--- config.mk ---
export PLATFORM = sky130hd
export DESIGN_NAME = cla_pipe_adder_flat
export DESIGN_NICKNAME = d
export VERILOG_FILES = /design/src/rtl/cla_pipe_adder_if.sv /design/src/rtl/cla_pipe_adder.sv /design/src/flat_wrapper.sv
export SDC_FILE = /design/constraint.sdc
export NUM_CORES = 1
export LEC_CHECK = 0
export ABC_AREA = 1
export BUFFER_PORTS_ARGS = -buffer_cell sky130_fd_sc_hd__buf_2
export CORE_ASPECT_RATIO = 1.2
export CORE_UTILIZATION = 45
export CTS_CLUSTER_DIAMETER = 60
export DETAILED_ROUTE_END_ITERATION = 10
export PLACE_DENSITY = 0.68
export SLEW_MARGIN = 20
export SYNTH_ARGS = -nofsm -noshare
export SYNTH_HDL_FRONTEND = slang
export SYNTH_SLANG_ARGS = --single-unit
--- constraint.sdc ---
create_clock -name clk -period 2 [get_ports clk]
set_clock_uncertainty 0.2 [all_clocks]
set_input_delay 0.4 -clock clk [delete_from_list [all_inputs] [get_ports clk]]
set_output_delay 0.4 -clock clk [all_outputs]
set_load 0.005 [all_outputs]
--- src/rtl/cla_pipe_adder_if.sv ---
// cla_pipe_adder_if: operand/result handshake bundle for cla_pipe_adder.
// The producer/consumer side uses the master modport, the adder the slave.
// Optional subtract port exists only when CLA_SUB_EN is defined.
`timescale 1ns/1ps
interface cla_pipe_adder_if #(
    parameter int WIDTH = 16
);
    logic             in_valid;
    logic             in_ready;
    logic [WIDTH-1:0] a;
    logic [WIDTH-1:0] b;
    logic             cin;
`ifdef CLA_SUB_EN
    logic             sub;
`endif
    logic             out_valid;
    logic             out_ready;
    logic [WIDTH-1:0] sum;
    logic             cout;
    logic             ovf;

`ifdef CLA_SUB_EN
    modport master (
        output in_valid, a, b, cin, sub, out_ready,
        input  in_ready, out_valid, sum, cout, ovf
    );
    modport slave (
        input  in_valid, a, b, cin, sub, out_ready,
        output in_ready, out_valid, sum, cout, ovf
    );
`else
    modport master (
        output in_valid, a, b, cin, out_ready,
        input  in_ready, out_valid, sum, cout, ovf
    );
    modport slave (
        input  in_valid, a, b, cin, out_ready,
        output in_ready, out_valid, sum, cout, ovf
    );
`endif
endinterface

--- src/rtl/cla_pipe_adder.sv ---
// cla_pipe_adder: WIDTH-bit pipelined carry-lookahead adder, one pipeline
// stage per GROUP-bit lookahead group (NS = WIDTH/GROUP stages), with
// valid/ready handshakes on both sides and whole-pipe stall on backpressure.
// Optional feature macro: CLA_SUB_EN (adds the sub input, A + ~B + 1).
`timescale 1ns/1ps
module cla_pipe_adder #(
    parameter int WIDTH = 16,
    parameter int GROUP = 4
) (
    input  logic            clk,
    input  logic            rst_n,
    cla_pipe_adder_if.slave bus
);
    localparam int NS = WIDTH / GROUP;

    // Flattened lookahead: every carry is a sum of products of the group's
    // generate/propagate terms and the group carry-in, no carry feeds another.
    function automatic logic [GROUP:0] group_carries(
        input logic [GROUP-1:0] g,
        input logic [GROUP-1:0] p,
        input logic             c0
    );
        logic [GROUP:0] c;
        logic           term;
        c    = '0;
        term = 1'b0;
        c[0] = c0;
        for (int i = 0; i < GROUP; i++) begin
            c[i+1] = c0;
            for (int m = 0; m <= i; m++) begin
                c[i+1] = c[i+1] & p[m];
            end
            for (int j = 0; j <= i; j++) begin
                term = g[j];
                for (int m = j + 1; m <= i; m++) begin
                    term = term & p[m];
                end
                c[i+1] = c[i+1] | term;
            end
        end
        return c;
    endfunction

    // Control state
    logic [NS-1:0]    vld_q;
    logic [NS-1:0]    vld_d;
    logic             advance;

    // Inter-stage data: operands still to be added, partial sum, group carry
    logic [WIDTH-1:0] opa_q [NS];
    logic [WIDTH-1:0] opb_q [NS];
    logic [WIDTH-1:0] ps_q  [NS];
    logic             cy_q  [NS];

    // Stage inputs (stage 0 from the bus, others from the previous register)
    logic [WIDTH-1:0] st_a  [NS];
    logic [WIDTH-1:0] st_b  [NS];
    logic [WIDTH-1:0] st_s  [NS];
    logic             st_c  [NS];

    // Stage results
    logic [WIDTH-1:0] psum_d [NS];
    logic             cy_d   [NS];

    // Output registers
    logic [WIDTH-1:0] sum_q;
    logic [WIDTH-1:0] sum_d;
    logic             cout_q;
    logic             cout_d;
    logic             ovf_q;
    logic             ovf_d;

    // Operand conditioning at the pipeline entry
    logic [WIDTH-1:0] b_eff;
    logic             c_eff;

`ifdef CLA_SUB_EN
    // Subtraction reuses the adder as A + ~B + 1; cin is ignored then.
    always_comb begin
        b_eff = bus.sub ? ~bus.b : bus.b;
        c_eff = bus.sub ? 1'b1 : bus.cin;
    end
`else
    // Plain addition: B and cin go straight in.
    always_comb begin
        b_eff = bus.b;
        c_eff = bus.cin;
    end
`endif

    // The whole pipe moves together unless a held result blocks the output.
    always_comb begin
        advance = !vld_q[NS-1] || bus.out_ready;
    end

    assign bus.in_ready  = advance;
    assign bus.out_valid = vld_q[NS-1];
    assign bus.sum       = sum_q;
    assign bus.cout      = cout_q;
    assign bus.ovf       = ovf_q;

    // Select what each stage works on this cycle.
    always_comb begin
        for (int k = 0; k < NS; k++) begin
            st_a[k] = '0;
            st_b[k] = '0;
            st_s[k] = '0;
            st_c[k] = 1'b0;
        end
        st_a[0] = bus.a;
        st_b[0] = b_eff;
        st_s[0] = '0;
        st_c[0] = c_eff;
        for (int k = 1; k < NS; k++) begin
            st_a[k] = opa_q[k-1];
            st_b[k] = opb_q[k-1];
            st_s[k] = ps_q[k-1];
            st_c[k] = cy_q[k-1];
        end
    end

    // Per-stage group addition; stage k fills sum bits [k*GROUP +: GROUP].
    always_comb begin
        logic [GROUP-1:0] g;
        logic [GROUP-1:0] p;
        logic [GROUP:0]   c;
        g     = '0;
        p     = '0;
        c     = '0;
        ovf_d = 1'b0;
        for (int k = 0; k < NS; k++) begin
            g         = st_a[k][k*GROUP +: GROUP] & st_b[k][k*GROUP +: GROUP];
            p         = st_a[k][k*GROUP +: GROUP] ^ st_b[k][k*GROUP +: GROUP];
            c         = group_carries(g, p, st_c[k]);
            psum_d[k] = st_s[k];
            psum_d[k][k*GROUP +: GROUP] = p ^ c[GROUP-1:0];
            cy_d[k]   = c[GROUP];
            // Last iteration is the top group: carry into MSB vs carry out.
            ovf_d     = c[GROUP] ^ c[GROUP-1];
        end
        sum_d  = psum_d[NS-1];
        cout_d = cy_d[NS-1];
    end

    // Valid bits shift one stage per advance; bubbles travel as zeros.
    always_comb begin
        vld_d    = '0;
        vld_d[0] = bus.in_valid;
        for (int k = 1; k < NS; k++) begin
            vld_d[k] = vld_q[k-1];
        end
    end

    // Control and result registers: cleared by reset, frozen while stalled.
    always_ff @(posedge clk or negedge rst_n) begin
        if (!rst_n) begin
            vld_q  <= '0;
            sum_q  <= '0;
            cout_q <= 1'b0;
            ovf_q  <= 1'b0;
        end else if (advance) begin
            vld_q  <= vld_d;
            sum_q  <= sum_d;
            cout_q <= cout_d;
            ovf_q  <= ovf_d;
        end
    end

    // Inter-stage data registers: carry skewed operands and partial sums.
    always_ff @(posedge clk) begin
        if (advance) begin
            for (int k = 0; k < NS - 1; k++) begin
                opa_q[k] <= st_a[k];
                opb_q[k] <= st_b[k];
                ps_q[k]  <= psum_d[k];
                cy_q[k]  <= cy_d[k];
            end
        end
    end

endmodule

--- src/flat_wrapper.sv ---
// flat-port wrapper written by rule: the top's interface ports become plain ports
module cla_pipe_adder_flat 
#(
    parameter int WIDTH = 16,
    parameter int GROUP = 4
)
  (clk, rst_n, bus_in_valid, bus_a, bus_b, bus_cin, bus_out_ready, bus_in_ready, bus_out_valid, bus_sum, bus_cout, bus_ovf);
  cla_pipe_adder_if #(.WIDTH(WIDTH)) bus_i ();
  input  logic clk;
  input  logic rst_n;
  input wire logic [$bits(bus_i.in_valid)-1:0] bus_in_valid;
  input wire logic [$bits(bus_i.a)-1:0] bus_a;
  input wire logic [$bits(bus_i.b)-1:0] bus_b;
  input wire logic [$bits(bus_i.cin)-1:0] bus_cin;
  input wire logic [$bits(bus_i.out_ready)-1:0] bus_out_ready;
  output wire logic [$bits(bus_i.in_ready)-1:0] bus_in_ready;
  output wire logic [$bits(bus_i.out_valid)-1:0] bus_out_valid;
  output wire logic [$bits(bus_i.sum)-1:0] bus_sum;
  output wire logic [$bits(bus_i.cout)-1:0] bus_cout;
  output wire logic [$bits(bus_i.ovf)-1:0] bus_ovf;
  assign bus_i.in_valid = bus_in_valid;
  assign bus_i.a = bus_a;
  assign bus_i.b = bus_b;
  assign bus_i.cin = bus_cin;
  assign bus_i.out_ready = bus_out_ready;
  assign bus_in_ready = bus_i.in_ready;
  assign bus_out_valid = bus_i.out_valid;
  assign bus_sum = bus_i.sum;
  assign bus_cout = bus_i.cout;
  assign bus_ovf = bus_i.ovf;
  cla_pipe_adder #(.WIDTH(WIDTH), .GROUP(GROUP)) u_core (.clk(clk), .rst_n(rst_n), .bus(bus_i));
endmodule
=== Word-level counts from Yosys, hierarchy flattened ===
Memory sizes are Yosys's and may differ from the RTL's. A register that Yosys moved wholly into a read port is not among the register bits.
Cells that the tools add are included.

* Bits in registers: 22
* Latch bits: 0
* RAM bits: 196
* ROM bits: 0
* Output and inout bits: 20
* Memories: 4

* Add/subtract/negate cells: 0
* Multiply operators: 0
* Divide/modulo/power cells: 0
* $lt $le $gt $ge: 0
* Equality and inequality tests: 0
* Shifts and indexed selects: 0
* Mux-type cells: 2
* Bitwise gates (word level): 93
* Reductions and logical operators: 3

{| class="wikitable"
|+ Memories
! memory !! words !! bits a word !! rd ports !! clocked after Yosys merged registers in !! wr ports !! RTL line !! RTL
|-
| u_core.opa_q || 4 || 16 || 3 || 0 || 3 || cla_pipe_adder.sv:50 || <nowiki>logic [WIDTH-1:0] opa_q [NS];</nowiki>
|-
| u_core.opb_q || 4 || 16 || 3 || 0 || 3 || cla_pipe_adder.sv:51 || <nowiki>logic [WIDTH-1:0] opb_q [NS];</nowiki>
|-
| u_core.ps_q || 4 || 16 || 3 || 1 || 3 || cla_pipe_adder.sv:52 || <nowiki>logic [WIDTH-1:0] ps_q [NS];</nowiki>
|-
| u_core.cy_q || 4 || 1 || 3 || 0 || 3 || cla_pipe_adder.sv:53 || <nowiki>logic cy_q [NS];</nowiki>
|}

{| class="wikitable"
|+ Operators with widths
! operator !! count
|-
| 1-bit AND || 40
|-
| 1-bit bitwise OR || 40
|-
| 4-bit XOR || 8
|-
| 4-bit AND || 4
|-
| 1-bit zero test || 2
|-
| 1-bit 2-to-1 mux || 2
|-
| 1-bit logical OR || 1
|-
| 1-bit XOR || 1
|}

=== Logic depth before layout (Yosys ltp) ===
An unclocked memory read counts as a cell.

* Word-level depth: 11
* Gate-level depth with buffers: 8
* Depth with buffers taken out: 8

=== Worst setup path after synthesis ===
No wires, ideal clock.

* Kind: reg-to-reg
* Start point: register u_core.vld_q[3]
* End point: memory u_core.cy_q[0][0] (enable)
* Setup time: 0.403 ns
* Arrival: 1.555 ns
* Required time: 1.397 ns
* Setup slack: -0.158 ns
* Stages on the path, launching flop included: 5
* Path through: dfrtp_1 -> inv_1 -> nor2_4 -> inv_2 -> buf_2

{| class="wikitable"
|+ RTL lines
! item !! RTL line !! RTL
|-
| start, declared || cla_pipe_adder.sv:45 || <nowiki>logic [NS-1:0] vld_q;</nowiki>
|-
| start signal, assigned || cla_pipe_adder.sv:162 || <nowiki>vld_q <= vld_d;</nowiki>
|-
| end, declared || cla_pipe_adder.sv:53 ||
|}

==> results.env <==
DETAILEDROUTE.FIRSTPASSITERATIONCOUNT=9
CELL_TYPE_WITH_THE_HIGHEST_OCCURRENCE_COUNT_ON_THE_CRITICAL_PATH='sky130_fd_sc_hd__nand2_1'
LAYOUT_COMMONEST_CELL='sky130_fd_sc_hd__edfxtp_1'
IO-PIN-COUNT=57
YOSYS_WARNING_COUNT=0
DETAILEDROUTE.FIRSTITERATIONVIOLATIONS=83
CLOCK_TRANSITION_AT_THE_REGISTERS_OF_THE_REPORTED_PATHS_NS=0.08
ROWS=35
DIE_WIDTH_UM=84.5
MAX_CLOCK_FREQ_GHz=0.532
GRT_MAX_DEGREE=33
LAYOUT-DRIVE-GT1-SHARE=0.254
PERIOD_NEEDED_NS=1.88
DIE_AREA_MM2=0.00854
VIAS_PER_CELL=4.67
ANTENNA_VIOLATIONS_BEFORE_REPAIR=0
DESIGN.CORE.AREA_MM2=0.00779
FINALHOLDVIOLCOUNT=0
MOST-COMMON-LAYOUT-CELLS='75 x sky130_fd_sc_hd__edfxtp_1, 68 x sky130_fd_sc_hd__nand2_1, 56 x sky130_fd_sc_hd__buf_2'
NETLIST-CELL-TYPE-COUNT=21
RUN_STATUS='complete, but fails checks'
FAILED_CHECKS='design-rule violations'
SYNTH_SEQ_CELLS=97
HTREEDEPTH=3
SETUP_VIOL=0
BUFFER_PORTS.INSERTED=56
GRT_REMAINING_OVERFLOW=0
PLACE.GP.CONGESTION=0.714
DETAILED_PLACE_HPWL_MM=3.36
POST-SYNTH-TOP-AREA-CELL='sky130_fd_sc_hd__edfxtp_1'
WORST-ENDPOINT-REQUIRED_NS=1.90
SYNTH_SEQ_AREA_SHARE=0.762
CLOCK-ROOT-BUFFER='sky130_fd_sc_hd__clkbuf_8'
CRITPATHMAXSTAGEDELAY_NS=0.42
DRTANTENNAVIOLNETS=0
TIMING.CRITICAL_PATH.TO_TYPE='register'
SYN-NUM-NETS=298
CRITICAL_PATH_MAXIMUM_FANOUT=2
MAX_CAP_VIOL_COUNT=0
PLACED_CELLS=387
MIN-DELAY-PATH-CLASS='in2reg'
REMAINING_DRC_ERRORS=4
VDD_DROP_MAX_mV=0.498
TIMING.CRITICAL_PATH.FROM_TYPE='register'
GLOBAL_ROUTE.USAGE.TOTAL=0.133
LAYOUT.CELLS.NON_FILLER=415
CLOCK_LATENCY_NS=0.35
WORSTSETUPPATHTYPE='reg2reg'
AREA_GROWTH_PCT=21.1
MIN_PERIOD_OVER_PERIOD=0.940
FINAL.HOLD.WORST_SLACK_NS=0.0219
FINAL_NETS=379
FIRST_GLOBAL_VIAS=1911
CRIT_PATH_CELL_TRACE='ha_1, ha_1, o21ai_1, nand2_1, nand2_1, nand2_1, a21o_1'
ROUTED-VIA-COUNT=1937
TIMING_WORST_SLEW_PIN_VALUE_NS=0.495
CTS_MAX_PATH_BUFFERS=2
SYNTH_TOP_AREA_SHARE=0.612
CRIT_SLOWEST_CELL='sky130_fd_sc_hd__edfxtp_1'
TIMING.CRITICAL_PATH.ARRIVAL_NS=1.78
INSERTED_DIODES=0
SYN_INST=237
FINAL-MAX-SLEW-VIOLATION-COUNT=0
FLOORPLAN.INITIALDENSITY=0.472
POWER_DENSITY_OVER_THE_CELLS_mW_PER_MM2=1410
CLKSINKCOUNT=97
SYN-CELL-AREA_MM2=0.00368
ROUTED_WL_MM=4.97
SYNTH_AREA_PER_CELL_UM2=15.5
MAX_SLEW_MARGIN=0.670
GRT_PASS1_WL_MM=8.49
STATIC-LEAKAGE-POWER_uW=0.00197
DIE-HEIGHT_UM=101
CLOCK_BUFFERS_CREATED_BY_TRITONCTS=9
DRT-WIRELENGTH-PER-CELL_UM=12.0
UNREPAIRED_SETUP_ENDPOINTS_AFTER_GLOBAL_ROUTING='false'
SYNTH_AREA_LEADERS='sky130_fd_sc_hd__edfxtp_1 61%, sky130_fd_sc_hd__dfrtp_1 15%, sky130_fd_sc_hd__nand2_1 6.9%'
TRITONCTS='built'
Yosys cell counts, drive strengths merged:
library cell,instances
edfxtp,75
ha,20
a21o,3
nor2,2
nand3b,2
nand2,69
nand4,1
xnor2,1
xor2,9
fa,4
or2,1
dfrtp,22
inv,11
buf,4
o21ai,8
nand3,5
sequential cells by signal (all words and copies together) (netlist names):
signal,cells
u_core.opa_q,24
u_core.bus.ovf,1
u_core.ps_q,24
u_core.cy_q,3
u_core.opb_q,24
u_core.vld_q,4
u_core.bus.sum,16
u_core.bus.cout,1
worst max-delay path, delay by kind of cell, from the launching register on:
| family | cells | cell delay [ns] |
|---|---|---|
| fa+ha+maj | 2 | 0.49 |
| flops | 1 | 0.42 |
| simple gates | 3 | 0.23 |
| compound gates | 2 | 0.29 |
stage by stage:
stage / setup TNS (ns) / setup WS, ns / area [um2] / util / power [uW]
3_3_place_gp: 0 / 0.0356 / 4100 / 0.526 / 4780
3_5_place_dp: -0.000133 / -0.000133 / 4100 / 0.526 / 4860
6_report: 0 / 0.120 / 4450 / 0.571 / 6270
5_1_grt: 0 / 0.0355 / 4450 / 0.571 / 6720
4_1_cts: 0 / 0.0268 / 4390 / 0.564 / 6330
2_1_floorplan: 0 / 0.185 / 3680 / - / 4300
kinds of logic after synthesis:
logic type	share of synthesized area
and+or+nand+nor	0.0905
AOI/OAI and AO/OA	0.0170
DFF	0.762
xor gates and xnor gates	0.0238
adders and majority gates	0.0898
buffers and inverters	0.0167
power breakdown:
part	internal [uW]	total [uW]	switching, uW	leakage (uW)
sequential	3090	3360	266	0.00103
clock	832	1450	620	0.000118
combinational	630	1450	825	0.000829
path summary, 6_finish.rpt:
| check | startpoint | to | slack [ns] | cells after the start |
|---|---|---|---|---|
| max | u_core.opa_q[0][24] | u_core.cy_q[0][2] | 0.12 | 7 |
| min | bus_b[9] | u_core.opb_q[0][9] | 0.02 | 1 |
| max reg2reg | u_core.opa_q[0][24] | u_core.cy_q[0][2] | 0.12 | 7 |
| min reg2reg | u_core.ps_q[1][6] | u_core.ps_q[2][6] | 0.22 | 0 |
| max in group asynchronous | rst_n | u_core.vld_q[3] | 0.92 | 2 |
| min in group asynchronous | rst_n | u_core.bus.sum[12] | 0.34 | 2 |
routing by layer:
metal,GRT usage,vias to the layer above,wire [um]
met2,0.206,53,2320
met5,0,-,0
met3,0.0262,13,253
met1,0.167,890,2250
met4,0.102,0,147
li1,-,981,-
layout make-up:
cell class | instances | area [um2]
multi-input cells | 125 | 813
inverters | 11 | 42.5
fillers | 634 | 3340
clock buffers | 11 | 131
flip-flops and latches | 97 | 2800
well taps | 92 | 115
clock inverters | 5 | 104
repair buffers | 74 | 443
timing repair:
action / 4_1_cts / 5_1_grt
gates resized for setup: 0 / 2
buffers inserted: 0 / 1
setup endpoints to repair: 0 / 3
hold endpoints to repair: 27 / 5
hold buffers: 6 / 5
Power figures use the tool's default switching activity.
